--- src/rtl/ps2_key_decoder_if.sv ---
// PS/2 keyboard pins plus the decoded key outputs handed to the display stage.
// bit_cnt exposes the deframer position (0..10) for observation.
interface ps2_key_decoder_if;
  logic       ps2_clk;
  logic       ps2_data;
  logic [7:0] code;
  logic       isRelease;
  logic       isExtend;
  logic       key_valid;
  logic [7:0] key_cnt;
  logic       frame_err;
  logic [3:0] bit_cnt;

  // key_valid and frame_err are single-cycle strobes with no back-pressure:
  // the consumer must sample code/isRelease/isExtend on the key_valid cycle
  // or later (they hold until the next strobe).
  modport master (
    input  ps2_clk, ps2_data,
    output code, isRelease, isExtend, key_valid, key_cnt, frame_err, bit_cnt
  );

  modport slave (
    output ps2_clk, ps2_data,
    input  code, isRelease, isExtend, key_valid, key_cnt, frame_err, bit_cnt
  );
endinterface

--- src/rtl/ps2_key_decoder.sv ---
// PS/2 scan-code set 2 receiver: synchronises the pins, deframes 11-bit frames,
// folds E0/F0 prefixes into flags and counts distinct key presses.
module ps2_key_decoder #(
  parameter int TIMEOUT_CYC = 50000
) (
  input  logic clk,
  input  logic clrn,
  ps2_key_decoder_if.master kb
);
  localparam int TW = $clog2(TIMEOUT_CYC);
  localparam logic [TW-1:0] T_LAST = TW'(TIMEOUT_CYC - 1);
  localparam logic [TW-1:0] T_ONE  = TW'(1);

  logic          s0, s1, s2;
  logic          d0, d1;
  logic          fall;
  logic [3:0]    cnt;
  logic [9:0]    sr;
  logic [TW-1:0] tcnt;
  logic          ext_f, brk_f;
  logic          held_v;
  logic [7:0]    held;
  logic [7:0]    code_q, key_cnt_q;
  logic          rel_q, ext_q, key_valid_q, frame_err_q;
  logic [7:0]    rx_byte;
  logic          frame_ok;

  assign fall     = s2 & ~s1;
  // After ten shifts sr[0] is the start bit, sr[8:1] the data, sr[9] parity;
  // the stop bit is still sitting in d1 when the eleventh fall arrives.
  assign rx_byte  = sr[8:1];
  assign frame_ok = ~sr[0] & (^sr[9:1]) & d1;

  always_ff @(posedge clk or negedge clrn) begin
    if (!clrn) begin
      s0 <= 1'b1; s1 <= 1'b1; s2 <= 1'b1;
      d0 <= 1'b1; d1 <= 1'b1;
      cnt <= 4'd0; sr <= 10'd0; tcnt <= '0;
      ext_f <= 1'b0; brk_f <= 1'b0;
      held_v <= 1'b0; held <= 8'd0;
      code_q <= 8'd0; rel_q <= 1'b0; ext_q <= 1'b0;
      key_valid_q <= 1'b0; frame_err_q <= 1'b0; key_cnt_q <= 8'd0;
    end else begin
      s0 <= kb.ps2_clk; s1 <= s0; s2 <= s1;
      d0 <= kb.ps2_data; d1 <= d0;
      key_valid_q <= 1'b0;
      frame_err_q <= 1'b0;
      if (fall) begin
        tcnt <= '0;
        if (cnt != 4'd10) begin
          sr  <= {d1, sr[9:1]};
          cnt <= cnt + 4'd1;
        end else begin
          cnt <= 4'd0;
          if (!frame_ok) begin
            frame_err_q <= 1'b1;
            ext_f <= 1'b0;
            brk_f <= 1'b0;
          end else if (rx_byte == 8'hE0) begin
            ext_f <= 1'b1;
          end else if (rx_byte == 8'hF0) begin
            brk_f <= 1'b1;
          end else begin
            code_q      <= rx_byte;
            rel_q       <= brk_f;
            ext_q       <= ext_f;
            key_valid_q <= 1'b1;
            ext_f       <= 1'b0;
            brk_f       <= 1'b0;
            // Typematic repeats of the held key are not new presses.
            if (brk_f) begin
              if (held_v && held == rx_byte) held_v <= 1'b0;
            end else if (!held_v || held != rx_byte) begin
              key_cnt_q <= key_cnt_q + 8'd1;
              held      <= rx_byte;
              held_v    <= 1'b1;
            end
          end
        end
      end else if (cnt == 4'd0) begin
        tcnt <= '0;
      end else if (tcnt == T_LAST) begin
        tcnt        <= '0;
        cnt         <= 4'd0;
        frame_err_q <= 1'b1;
        ext_f       <= 1'b0;
        brk_f       <= 1'b0;
      end else begin
        tcnt <= tcnt + T_ONE;
      end
    end
  end

  assign kb.code      = code_q;
  assign kb.isRelease = rel_q;
  assign kb.isExtend  = ext_q;
  assign kb.key_valid = key_valid_q;
  assign kb.key_cnt   = key_cnt_q;
  assign kb.frame_err = frame_err_q;
  assign kb.bit_cnt   = cnt;
endmodule

--- src/flat_wrapper.sv ---
// flat-port wrapper written by rule: the top's interface ports become plain ports
module ps2_key_decoder_flat 
#(
  parameter int TIMEOUT_CYC = 50000
)
  (clk, clrn, kb_ps2_clk, kb_ps2_data, kb_code, kb_isRelease, kb_isExtend, kb_key_valid, kb_key_cnt, kb_frame_err, kb_bit_cnt);
  ps2_key_decoder_if kb_i ();
  input  logic clk;
  input  logic clrn;
  input wire logic [$bits(kb_i.ps2_clk)-1:0] kb_ps2_clk;
  input wire logic [$bits(kb_i.ps2_data)-1:0] kb_ps2_data;
  output wire logic [$bits(kb_i.code)-1:0] kb_code;
  output wire logic [$bits(kb_i.isRelease)-1:0] kb_isRelease;
  output wire logic [$bits(kb_i.isExtend)-1:0] kb_isExtend;
  output wire logic [$bits(kb_i.key_valid)-1:0] kb_key_valid;
  output wire logic [$bits(kb_i.key_cnt)-1:0] kb_key_cnt;
  output wire logic [$bits(kb_i.frame_err)-1:0] kb_frame_err;
  output wire logic [$bits(kb_i.bit_cnt)-1:0] kb_bit_cnt;
  assign kb_i.ps2_clk = kb_ps2_clk;
  assign kb_i.ps2_data = kb_ps2_data;
  assign kb_code = kb_i.code;
  assign kb_isRelease = kb_i.isRelease;
  assign kb_isExtend = kb_i.isExtend;
  assign kb_key_valid = kb_i.key_valid;
  assign kb_key_cnt = kb_i.key_cnt;
  assign kb_frame_err = kb_i.frame_err;
  assign kb_bit_cnt = kb_i.bit_cnt;
  ps2_key_decoder #(.TIMEOUT_CYC(TIMEOUT_CYC)) u_core (.clk(clk), .clrn(clrn), .kb(kb_i));
endmodule
--- config.mk ---
export PLATFORM = sky130hd
export DESIGN_NAME = ps2_key_decoder_flat
export DESIGN_NICKNAME = d
export VERILOG_FILES = /design/src/rtl/ps2_key_decoder_if.sv /design/src/rtl/ps2_key_decoder.sv /design/src/flat_wrapper.sv
export SDC_FILE = /design/constraint.sdc
export NUM_CORES = 1
export LEC_CHECK = 0
export ABC_AREA = 1
export CAP_MARGIN = 20
export CORE_MARGIN = 4
export CORE_UTILIZATION = 40
export DETAILED_ROUTE_END_ITERATION = 10
export PLACE_DENSITY_LB_ADDON = 0.25
export SLEW_MARGIN = 10
export SYNTH_ARGS = -nofsm -noshare
export SYNTH_HDL_FRONTEND = slang
export SYNTH_SLANG_ARGS = --single-unit
--- constraint.sdc ---
create_clock -name clk -period 2 [get_ports clk]
set_clock_uncertainty 0.15 [all_clocks]
set_input_delay 0.6 -clock clk [delete_from_list [all_inputs] [get_ports clk]]
set_output_delay 0.6 -clock clk [all_outputs]
set_load 0.02 [all_outputs]
; Word-level counts from Yosys, hierarchy flattened
; Index checks and enable logic that the tools add are counted.
[word_totals]
reg_bits = 66
in_bits = 4
out_inout_bits = 24
elab_cells = 87
[op_classes]
addsub = 3
n_eq_ne = 11
n_mux = 32
bitwise_logic = 9
reduce_logical = 14
[op_table]
columns = operator, count
row1 = $mux W16, 3
row2 = $mux W1, 25
row3 = $add A16 B1 Y16 const B, 1
row4 = $eq A16 B16 Y1 const B, 1
row5 = $eq A8 B8 Y1 const B, 2
row6 = $mux W4, 4
row7 = $reduce_and A7 Y1, 2
row8 = $reduce_xor A9 Y1, 1
row9 = $add A8 B1 Y8 const B, 1
row10 = $eq A8 B8 Y1, 1
row11 = $ne A4 B4 Y1 const B, 2
row12 = $ne A8 B8 Y1, 1
row13 = $reduce_and A4 Y1, 2
row14 = $not A1 Y1, 6
row15 = $reduce_and A5 Y1, 1
row16 = $add A4 B1 Y4 const B, 1
row17 = $logic_not A4 Y1, 1
row18 = $ne A2 B2 Y1 const B, 2
row19 = $reduce_and A2 Y1, 2
row20 = $reduce_bool A2 Y1, 2
row21 = $and A1 B1 Y1, 3
row22 = $ne A3 B3 Y1 const B, 1
row23 = $ne A2 B1 Y1 const B, 1
row24 = $logic_and A1 B1 Y1, 1
row25 = other kinds (2), 2

; Logic depth before layout (Yosys ltp)
; Gate-level depths: netlist of run 1.
[depth]
word_depth = 6
ltp_mapped = 13

; Worst setup path after synthesis of run 1
; No wires, ideal clock.
[synth_path]
path_type = reg-to-reg
start = register u_core.sr[5]
end = register u_core.key_cnt_q[2] (netlist: u_core.kb.key_cnt[2])
setup_time_ns = 0.118
t_arrival_ns = 1.720
required_ns = 1.732
slack_ns = 0.012
stages_incl_launch_ff = 14
path_buffers = 1
synth_period_minus_slack_ns = 1.988
cell_sequence = dfrtp_1 -> inv_1 -> ha_1 -> inv_1 -> nand2_1 -> nand3_1 -> nand2_1 -> nand2_2 -> nand3_4 -> inv_4 -> nand3_4 -> buf_6 -> nand2_1 -> nand2_1
[synth_between]
elab_chain_cells = 4
word_cells_on_any_way = 10
[synth_rtl]
columns = element, line
row1 = from (decl), ps2_key_decoder.sv:18  ; logic [9:0] sr;
row2 = from (signal assigned), ps2_key_decoder.sv:51  ; sr <= {d1, sr[9:1]};
row3 = $reduce_xor A9 Y1, ps2_key_decoder.sv:32  ; assign frame_ok = ~sr[0] & (^sr[9:1]) & d1;
row4 = $and A1 B1 Y1 (2 in a row), ps2_key_decoder.sv:32
row5 = $reduce_and A7 Y1 (no source line) (*), --
row6 = to (signal assigned), ps2_key_decoder.sv:74  ; key_cnt_q <= key_cnt_q + 8'd1;
row7 = to (decl), ps2_key_decoder.sv:23  ; logic [7:0] code_q, key_cnt_q;
; Mark *: on every way between the ends. The rest lies on a longest branch, timed or not.
; A chain may end at the register's enable or synchronous reset.

; Final worst setup path of run 1
[layout_path]
start = register u_core.sr[5]
end = register u_core.code_q[3] (netlist: u_core.kb.code[3])
[layout_between]
elab_chain_cells = 4
word_cells_on_any_way = 8
[layout_rtl]
columns = element, line
row1 = $reduce_xor A9 Y1, ps2_key_decoder.sv:32
row2 = $and A1 B1 Y1 (2 in a row), ps2_key_decoder.sv:32
row3 = $reduce_and A5 Y1 (no source line) (*), --
row4 = to (signal assigned), ps2_key_decoder.sv:64  ; code_q <= rx_byte;
row5 = to (decl), ps2_key_decoder.sv:23
; Marks and branches as above.

==> results of run 1 <==
==> worst paths after layout <==
| check | cells after the start | endpoint | slack, ps |
|---|---|---|---|
| max | 13 | u_core.kb.code[3]$_DFFE_PN0P_ | 30 |
| min | 1 | u_core.kb.bit_cnt[1]$_DFFE_PN0P_ | 80 |
| max reg2reg | 13 | u_core.kb.code[3]$_DFFE_PN0P_ | 30 |
| min reg2reg | 0 | u_core.s1$_DFF_PN1_ | 210 |
| max in group asynchronous | 2 | u_core.kb.code[5]$_DFFE_PN0P_ | 1100 |
| min in group clk | 0 | u_core.s1$_DFF_PN1_ | 210 |
==> per-layer routing <==
metal	wire, µm	vias to the layer above	global-route usage
met5	0	-	0
met4	74	0	0.0642
met3	240	6	0.0320
met2	3290	46	0.226
met1	3690	1335	0.217
li1	-	1418	-
==> worst register-to-register path: stages, from the launching register on <==
cell     delay [ps]
dfrtp_1         390
inv_2            80
ha_4            200
inv_1            60
nand2_1          70
nand3_2         110
nand2_2          70
nand2_4          80
nand3_4         110
nor2_4          230
buf_4           160
inv_4            40
nand2_1          60
o21ai_2          50
==> metrics by stage <==
stage | TNS, ps | util
after detailed placement | 0 | 0.481
after global placement | 0 | 0.481
final | 0 | 0.534
after floorplan | 0 | -
after global routing | -501 | 0.534
after CTS | 0 | 0.507
==> final cells by class <==
type	count	area, µm²	area share
Inverter	48	190	0.0431
Sequential cell	66	1660	0.376
Tap cell	105	131	0.0298
Timing Repair Buffer	58	509	0.115
Timing Repair inverter	3	31.3	0.00709
Clock inverter	5	100	0.0227
Multi-Input combinational cell	276	1640	0.372
Clock buffer	11	151	0.0343
==> power by group through the flow <==
stage	clock network (mW)	registers, mW	logic, mW
final	1.40	1.64	1.41
after global routing	1.51	1.66	1.56
after CTS	1.44	1.63	1.20
after global placement	0	1.65	1.22
after floorplan	0	1.73	0.675
after detailed placement	0	1.65	1.24
==> cells by family after synthesis <==
kind of cell | Yosys count | share of synthesized area
AND/OR/NAND/NOR | 213 | 0.305
buffers and inverters | 54 | 0.0689
flip-flops | 66 | 0.486
AO/OA/AOI/OAI | 41 | 0.0755
adder cells (fa/ha/maj) | 10 | 0.0366
XOR/XNOR | 11 | 0.0282
==> cell usage in the layout (no fill, tap or decap), types with 11 or more instances in the layout <==
cell           count
a21oi_1           11
buf_4             27
clkbuf_8          11
dfrtp_1           61
dlygate4sd2_1     24
inv_1             37
nand2_1          101
nand3_1           25
nand4_1           15
nor2_1            34
o21ai_0           13
==> what timing repair did <==
| action | 4_1_cts | 5_1_grt |
|---|---|---|
| pin swaps | 0 | 5 |
| setup endpoints to repair | 24 | 29 |
| setup buffers | 0 | 7 |
| resized for setup | 24 | 28 |
| cloned | 0 | 4 |
==> flip-flops by register name (all words and copies together) (netlist names), 4 cells and up <==
register / cells
u_core.kb.bit_cnt: 4
u_core.held: 8
u_core.tcnt: 16
u_core.kb.key_cnt: 8
u_core.kb.code: 8
u_core.sr: 10
==> flow_summary.toml, run 1 <==
[outcome]
status = "complete, no violations"

[timing]
period_needed_ps = 1970
drv_slew = 0
postLayoutSetupSlackWorst_ps = 25.7
tightest_slew_ps = 519
setup_viol = 0
fin_crit_sh = 0.987
slew_headroom = 0.654
holdWs_ps = 75.9
rsz0062_at_grt = "true"
hold_violations = 0
max_freq_ghz = 0.507

[finish]
drive_above_1_share = 0.238
final_cells = 572
nets = 476
insertedDiodeCount = 0
fill_cells = 803
area_delta_synth_final_pct = 29.2
stdcell_area_um2 = 4410

[grt]
grt_pass1_wl_mm = 12.3
grt_pass1_vias = 2609
antenna_found_initial = 0
grt_max_degree = 30
track_usage = 0.153
grt.overflow.total = 0

[die]
dieArea_um2 = 10100
pin_count = 28
die_h_um = 100
fp.dieW_um = 100
rows = 33
start_util = 0.413
core_area_um2 = 8260

[power_and_ir_drop]
power_density_nw_per_um2 = 1010
seq_power_share = 0.368
clockPowerShare = 0.315
internal-power_mw = 2.98
switchingPower_mw = 1.47
leakage_nw = 2.19
vdd.ir_drop.worst_uv = 498
power_mw = 4.45
combPwrFrac = 0.317
sw_frac_of_total = 0.330

[synthesis]
synth_cell_types = 36
synth-seq-cells = 66
avgSynthCellArea_um2 = 8.64
synth_top_area_frac = 0.447
synthCells = 395
yosysSeqAreaShare = 0.486
synth_common_cells = "nand2_1, dfrtp_1, inv_1"
synth_area_leader_cell = "dfrtp_1"
async_reset_ff_frac = 1.00
yosysMostFrequentCell = "nand2_1"
synth_edf_count = 0
netlist_area_um2 = 3410
synthFlopType = "dfrtp_1"
synth_fp_nets = 409
ys_warn_count = 0
synth_area_leaders = "dfrtp_1, nand2_1, inv_1"

[worst_setup_path]
path_buf_inv = 4
critPathRequiredTime_ps = 2090
critPathSlowestCell = "dfrtp_1"
cp-end-kind = "register"
critPathLaunch = "u_core.sr[5]$_DFFE_PN0P_"
arrival_ps = 2060
path_cells = "inv_2 -> ha_4 -> inv_1 -> nand2_1 -> nand3_2 -> nand2_2 -> nand2_4 -> nand3_4 -> nor2_4 -> buf_4 -> inv_4 -> nand2_1 -> o21ai_2"
critical-path-top-delay-family = "simple AND/OR/NAND/NOR gates"
slowest_delay_ps = 390
cp_max_fo = 5
worstSetupPathType = "reg -> reg"
r2r-start = "u_core.sr[5]$_DFFE_PN0P_"
worst_setup_path_start_kind = "register"
cp_common_cell = "nand2_1"

[clock_network]
cts.sink_count = 66
postCtsHoldBufs = 0
cts_tree = "built"
cts_made_buffers = 9
path_clk_slew_ps = 70
clock-root-buffer = "clkbuf_8"
htreeDepth = 3
clk_latency_ps = 350
cts_buffer_depth = 2

[routing]
first_iter_violations = 146
via_count = 2805
detail-route-antenna-nets = 0
viasPerCell = 4.90
drt_wl_total_mm = 7.30
wl_per_cell_um = 12.8
drcViolationCount = 0
drtPass1Iterations = 4

[job]
maxCapViolCount = 0

[place]
portBuffers = 27
dpl_cell_area_um2 = 3970
dp.cells = 545
dpl.hpwl_mm = 5.08
place.gp.congestion = 0.852
pre_cts_ws_ps = 20.8

[worst_hold_path]
hold_class = "in -> async"
Power figures use the tool's default switching activity.
==> run 2: changes to the inputs <==
--- a/config.mk
+++ b/config.mk
@@ -5,7 +5,6 @@
 export SDC_FILE = /design/constraint.sdc
 export NUM_CORES = 1
 export LEC_CHECK = 0
-export ABC_AREA = 1
 export CAP_MARGIN = 20
 export CORE_MARGIN = 4
 export CORE_UTILIZATION = 40
==> flow_summary.toml, run 2 <==
[power_and_ir_drop]
sw_frac_of_total = 0.282
power_density_nw_per_um2 = 1010
switchingPower_mw = 1.14
internal-power_mw = 2.89
clockPowerShare = 0.350
vdd.ir_drop.worst_uv = 551
leakage_nw = 2.05
combPwrFrac = 0.263
seq_power_share = 0.387

[synthesis]
synth_area_leaders = "dfrtp_1, xor2_1, mux2_2"
yosysSeqAreaShare = 0.549
synthFlopType = "dfrtp_1"
avgSynthCellArea_um2 = 11.9
synthCells = 253
ys_warn_count = 0
synth_top_area_frac = 0.506
synth_cell_types = 39
async_reset_ff_frac = 1.00
synth_common_cells = "dfrtp_1, xor2_1, mux2_2, nand2_1, nor2_1"
yosysMostFrequentCell = "dfrtp_1"
netlist_area_um2 = 3020
synth-seq-cells = 66
synth_area_leader_cell = "dfrtp_1"
synth_fp_nets = 267
synth_edf_count = 0

[routing]
viasPerCell = 4.84
detail-route-antenna-nets = 0
drtPass1Iterations = 4
wl_per_cell_um = 13.5
first_iter_violations = 128
drt_wl_total_mm = 5.78
drcViolationCount = 0
via_count = 2078

[clock_network]
clock-root-buffer = "clkbuf_8"
cts.sink_count = 66
clk_latency_ps = 350
cts_buffer_depth = 2
cts_tree = "built"
path_clk_slew_ps = 80
htreeDepth = 3
postCtsHoldBufs = 0
cts_made_buffers = 9

[worst_setup_path]
worst_setup_path_start_kind = "register"
slowest_delay_ps = 450
path_cells = "ha_4 -> xnor3_1 -> xnor2_1 -> or4_4 -> nor3b_4 -> buf_6 -> mux2_4"
worstSetupPathType = "reg -> reg"
critPathRequiredTime_ps = 2090
cp_max_fo = 5
arrival_ps = 2780
critical-path-top-delay-family = "simple AND/OR/NAND/NOR gates"
critPathSlowestCell = "or4_4"
path_buf_inv = 1
cp-end-kind = "register"

[grt]
met2_usage = 0.224
grt_pass1_wl_mm = 10.3
grt.overflow.total = 0
grt_util_met1 = 0.201
antenna_found_initial = 0
grt.busiest_layer = "met2"
grt_pass1_vias = 2173
gr-usage-met3 = 0.0438
track_usage = 0.150
grt_max_degree = 67

[die]
start_util = 0.414
rows = 31
fp.dieW_um = 94.9
pin_count = 28
die_h_um = 94.9
core_area_um2 = 7290
dieArea_um2 = 9000

[finish]
final_common_cell = "dfrtp_1"
final_util = 0.549
fill_cells = 661
insertedDiodeCount = 0
nets = 339
drive_above_1_share = 0.294
top_register = "u_core.tcnt"
top_regs = "u_core.tcnt (16), u_core.sr (10)"
largest_reg_flops = 16
layout_common_cells = "dfrtp_1, buf_4, xor2_1, dlygate4sd2_1"
area_delta_synth_final_pct = 32.5

[timing]
drv_slew = 0
period_needed_ps = 2690
postLayoutSetupSlackWorst_ps = -691
rsz0062_at_grt = "true"
holdWs_ps = 94.5
setup_viol = 28
tightest_slew_ps = 409
slew_headroom = 0.725
fin_crit_sh = 1.35
max_freq_ghz = 0.372
hold_violations = 0

[outcome]
violations = "setup timing"
status = "complete, but fails checks"

[place]
portBuffers = 27
place.gp.congestion = 0.770
pre_cts_ws_ps = -663
dpl.hpwl_mm = 3.95

[job]
maxCapViolCount = 0

[worst_hold_path]
hold_class = "in -> async"
==> run 2: cell count changes after synthesis, moves of 6 or more <==
cell	previous run	this run
inv_1	40	10
nand3_1	28	10
nor2_1	36	19
o21ai_2	9	0
and3_1	0	6
a21oi_1	11	1
nand2_1	105	19
mux2_2	0	19
xor2_1	4	25
nand4_1	15	3
==> run 2: worst register-to-register path: cells and delay by family (launching register included) <==
kind          cells  cell delay (ps)
flops             1              410
simple gates      2              710
xor+xnor          2              570
mux               1              300
buf+inv           1              170
fa+ha+maj         1              270
==> run 2: per-layer routing <==
metal  routed length, µm  share of wire  vias up
met5                   0              0        -
met4                 111          0.019        0
met3                 198          0.034        9
met2                2600           0.45       31
met1                2870           0.50     1019
li1                    -              -     1019
==> run 2: stage by stage <==
| stage | setup TNS, ps | power [mW] | cell area, µm² | cells |
|---|---|---|---|---|
| 2_1_floorplan | -13950 | 2.12 | 3030 | 253 |
| 6_report | -15930 | 4.02 | 4000 | 429 |
| 5_1_grt | -18970 | 4.25 | 4000 | 429 |
| 4_1_cts | -14370 | 3.98 | 3940 | 428 |
| 3_3_place_gp | -13790 | 2.56 | 3670 | 411 |
| 3_5_place_dp | -14600 | 2.58 | 3670 | 411 |
==> run 2: area by class of cell <==
type | instances | area, µm² | share of cell area
Tap cell | 99 | 124 | 0.0310
Sequential cell | 66 | 1660 | 0.414
Timing Repair Buffer | 69 | 571 | 0.143
Clock inverter | 6 | 114 | 0.0285
Clock buffer | 10 | 138 | 0.0344
Inverter | 10 | 37.5 | 0.00938
Multi-Input combinational cell | 169 | 1360 | 0.340
==> run 2: kinds of logic (layout without fill, tap and decap cells) <==
family / after synthesis / count (layout) / share of synthesized area
buffers and inverters: 18 / 95 / 0.0278
and+or+nand+nor: 83 / 83 / 0.161
xor gates and xnor gates: 32 / 32 / 0.0974
muxes: 20 / 20 / 0.0742
DFF: 66 / 66 / 0.549
adders and majority gates: 10 / 10 / 0.0414
AOI/OAI and AO/OA: 24 / 24 / 0.0489
==> run 2: path summary, 6_finish.rpt <==
check / startpoint / to / slack, ps / depth (start not counted)
worst max-delay path: u_core.sr[6]$_DFFE_PN0P_ / u_core.held[7]$_DFFE_PN0P_ / -690 / 7
worst min-delay path: clrn / u_core.tcnt[13]$_DFF_PN0_ / 90 / 2
worst max register to register: u_core.sr[6]$_DFFE_PN0P_ / u_core.held[7]$_DFFE_PN0P_ / -690 / 7
worst min register to register: u_core.d0$_DFF_PN1_ / u_core.d1$_DFF_PN1_ / 210 / 0
max in group asynchronous: clrn / u_core.s1$_DFF_PN1_ / 1260 / 2
min in group clk: u_core.d0$_DFF_PN1_ / u_core.d1$_DFF_PN1_ / 210 / 0
==> run 2: what timing repair did <==
| item | 4_1_cts | 5_1_grt |
|---|---|---|
| pin swaps | 1 | 4 |
| buffers inserted | 0 | 1 |
| endpoints found under the setup margin | 52 | 32 |
| gates cloned | 1 | 0 |
| resized for setup | 34 | 8 |
==> run 2: power by group through the flow <==
stage / logic, mW / registers, mW / clock network, mW
6_report: 1.06 / 1.56 / 1.41
4_1_cts: 0.995 / 1.55 / 1.44
3_3_place_gp: 0.989 / 1.57 / 0
5_1_grt: 1.18 / 1.58 / 1.49
2_1_floorplan: 0.477 / 1.64 / 0
3_5_place_dp: 1.00 / 1.58 / 0
==> run 3: changes to the inputs <==
--- a/config.mk
+++ b/config.mk
@@ -10,6 +10,7 @@
 export CORE_UTILIZATION = 40
 export DETAILED_ROUTE_END_ITERATION = 10
 export PLACE_DENSITY_LB_ADDON = 0.25
+export REMOVE_ABC_BUFFERS = 1
 export SLEW_MARGIN = 10
 export SYNTH_ARGS = -nofsm -noshare
 export SYNTH_HDL_FRONTEND = slang
==> flow_summary.toml, run 3 (synthesis results as in run 2) <==
[worst_setup_path]
critPathRequiredTime_ps = 2070
path_cells = "inv_1 -> ha_1 -> xnor3_1 -> xnor2_1 -> or4_4 -> nor3b_4 -> buf_6 -> mux2_4"
worst_setup_path_start_kind = "register"
cp-end-kind = "register"
cp.depth = 8
slowest_delay_ps = 450
path_buf_inv = 2
cp_max_fo = 5
worstSetupPathType = "reg -> reg"
worstRegToRegCells = 8
arrival_ps = 2740
critPathSlowestCell = "or4_4"
critical-path-top-delay-family = "simple AND/OR/NAND/NOR gates"

[die]
start_util = 0.414
pin_count = 28
fp.dieW_um = 94.9
dieArea_um2 = 9000
die_h_um = 94.9
rows = 31
core_area_um2 = 7290

[finish]
drive_above_1_share = 0.314
fill_cells = 665
layout_common_cells = "dfrtp_1, buf_4, xor2_1, dlygate4sd2_1, nand2_1"
largest_reg_flops = 16
top_regs = "u_core.tcnt (16), u_core.sr (10)"
area_delta_synth_final_pct = 35.5
final_util = 0.561
insertedDiodeCount = 0
final_cells = 440
top_register = "u_core.tcnt"
final_common_cell = "dfrtp_1"
nets = 350

[clock_network]
clock-root-buffer = "clkbuf_8"
cts_buffer_depth = 2
htreeDepth = 3
postCtsHoldBufs = 0
clk_latency_ps = 340
cts_tree = "built"
path_clk_slew_ps = 70
cts_made_buffers = 9
cts.sink_count = 66

[routing]
via_count = 2102
drcViolationCount = 0
wl_per_cell_um = 13.5
drtPass1Iterations = 4
top_layer_used = "met4"
viasPerCell = 4.78
wl_met1_mm = 2.91
wl_met3_um = 243
routed-wl-met2_mm = 2.63
first_iter_violations = 83
detail-route-antenna-nets = 0
drt_wl_total_mm = 5.92

[grt]
grt.overflow.total = 0
grt_pass1_wl_mm = 10.4
grt_max_degree = 67
track_usage = 0.151
antenna_found_initial = 0
grt_pass1_vias = 2153

[power_and_ir_drop]
clockPowerShare = 0.259
internal-power_mw = 2.55
power_density_nw_per_um2 = 894
vdd.ir_drop.worst_uv = 418
switchingPower_mw = 1.11
combPwrFrac = 0.316
leakage_nw = 2.12
seq_power_share = 0.425
sw_frac_of_total = 0.303

[timing]
rsz0062_at_grt = "true"
tightest_slew_ps = 352
hold_violations = 0
slew_headroom = 0.763
max_freq_ghz = 0.374
setup_viol = 28
period_needed_ps = 2670
fin_crit_sh = 1.34
drv_slew = 0
postLayoutSetupSlackWorst_ps = -671

[place]
pre_cts_ws_ps = -752
dpl.hpwl_mm = 3.96
portBuffers = 27
place.gp.congestion = 0.762
dp.cells = 414

[worst_hold_path]
hold_class = "in -> async"

[outcome]
violations = "setup timing"
status = "complete, but fails checks"

[job]
maxCapViolCount = 0
run 3: repair_timing:
item / CTS / global route
resized for setup: 52 / 6
setup endpoints to repair: 54 / 34
gates cloned: 2 / 0
buffers inserted: 8 / 1
pin swaps: 12 / 5
endpoints found under the hold margin: 0 / 0
run 3: final timing paths:
check / slack, ps / start / endpoint
max: -670 / u_core.sr[5]$_DFFE_PN0P_ / u_core.held[5]$_DFFE_PN0P_
min: 90 / clrn / u_core.tcnt[9]$_DFF_PN0_
max reg2reg: -670 / u_core.sr[5]$_DFFE_PN0P_ / u_core.held[5]$_DFFE_PN0P_
min reg2reg: 210 / u_core.s0$_DFF_PN1_ / u_core.s1$_DFF_PN1_
max in group asynchronous: 1280 / clrn / u_core.d0$_DFF_PN1_
min in group clk: 210 / u_core.s0$_DFF_PN1_ / u_core.s1$_DFF_PN1_
run 3: final cells by class:
cell class | instances | area (µm²) | area share
flip-flops and latches | 66 | 1660 | 0.405
multi-input cells | 169 | 1400 | 0.342
clock buffers | 11 | 131 | 0.0321
well taps | 99 | 124 | 0.0303
clock inverters | 5 | 31.3 | 0.00765
inverters | 10 | 37.5 | 0.00918
repair buffers | 80 | 708 | 0.173
run 3: power groups by stage:
| stage | registers, mW | clock network [mW] | logic (mW) |
|---|---|---|---|
| 6_report | 1.55 | 0.948 | 1.15 |
| 5_1_grt | 1.57 | 1.05 | 1.28 |
| 4_1_cts | 1.56 | 0.986 | 1.13 |
| 3_5_place_dp | 1.58 | 0 | 1.03 |
| 3_3_place_gp | 1.57 | 0 | 1.01 |
| 2_1_floorplan | 1.64 | 0 | 0.478 |
run 3: layer usage:
layer | vias to the layer above | global-route usage
li1 | 1041 | -
met4 | 0 | 0.0625
met2 | 31 | 0.223
met5 | - | 0
met1 | 1018 | 0.205
met3 | 12 | 0.0486
run 3: metrics by stage:
stage	setup TNS (ps)	instance area, µm²	power [mW]	hold WS, ps
2_1_floorplan	-26030	2970	2.12	154
3_3_place_gp	-16290	3710	2.58	196
3_5_place_dp	-17240	3710	2.61	199
4_1_cts	-16150	4060	3.68	119
5_1_grt	-19780	4090	3.90	132
6_report	-16730	4090	3.66	88.4
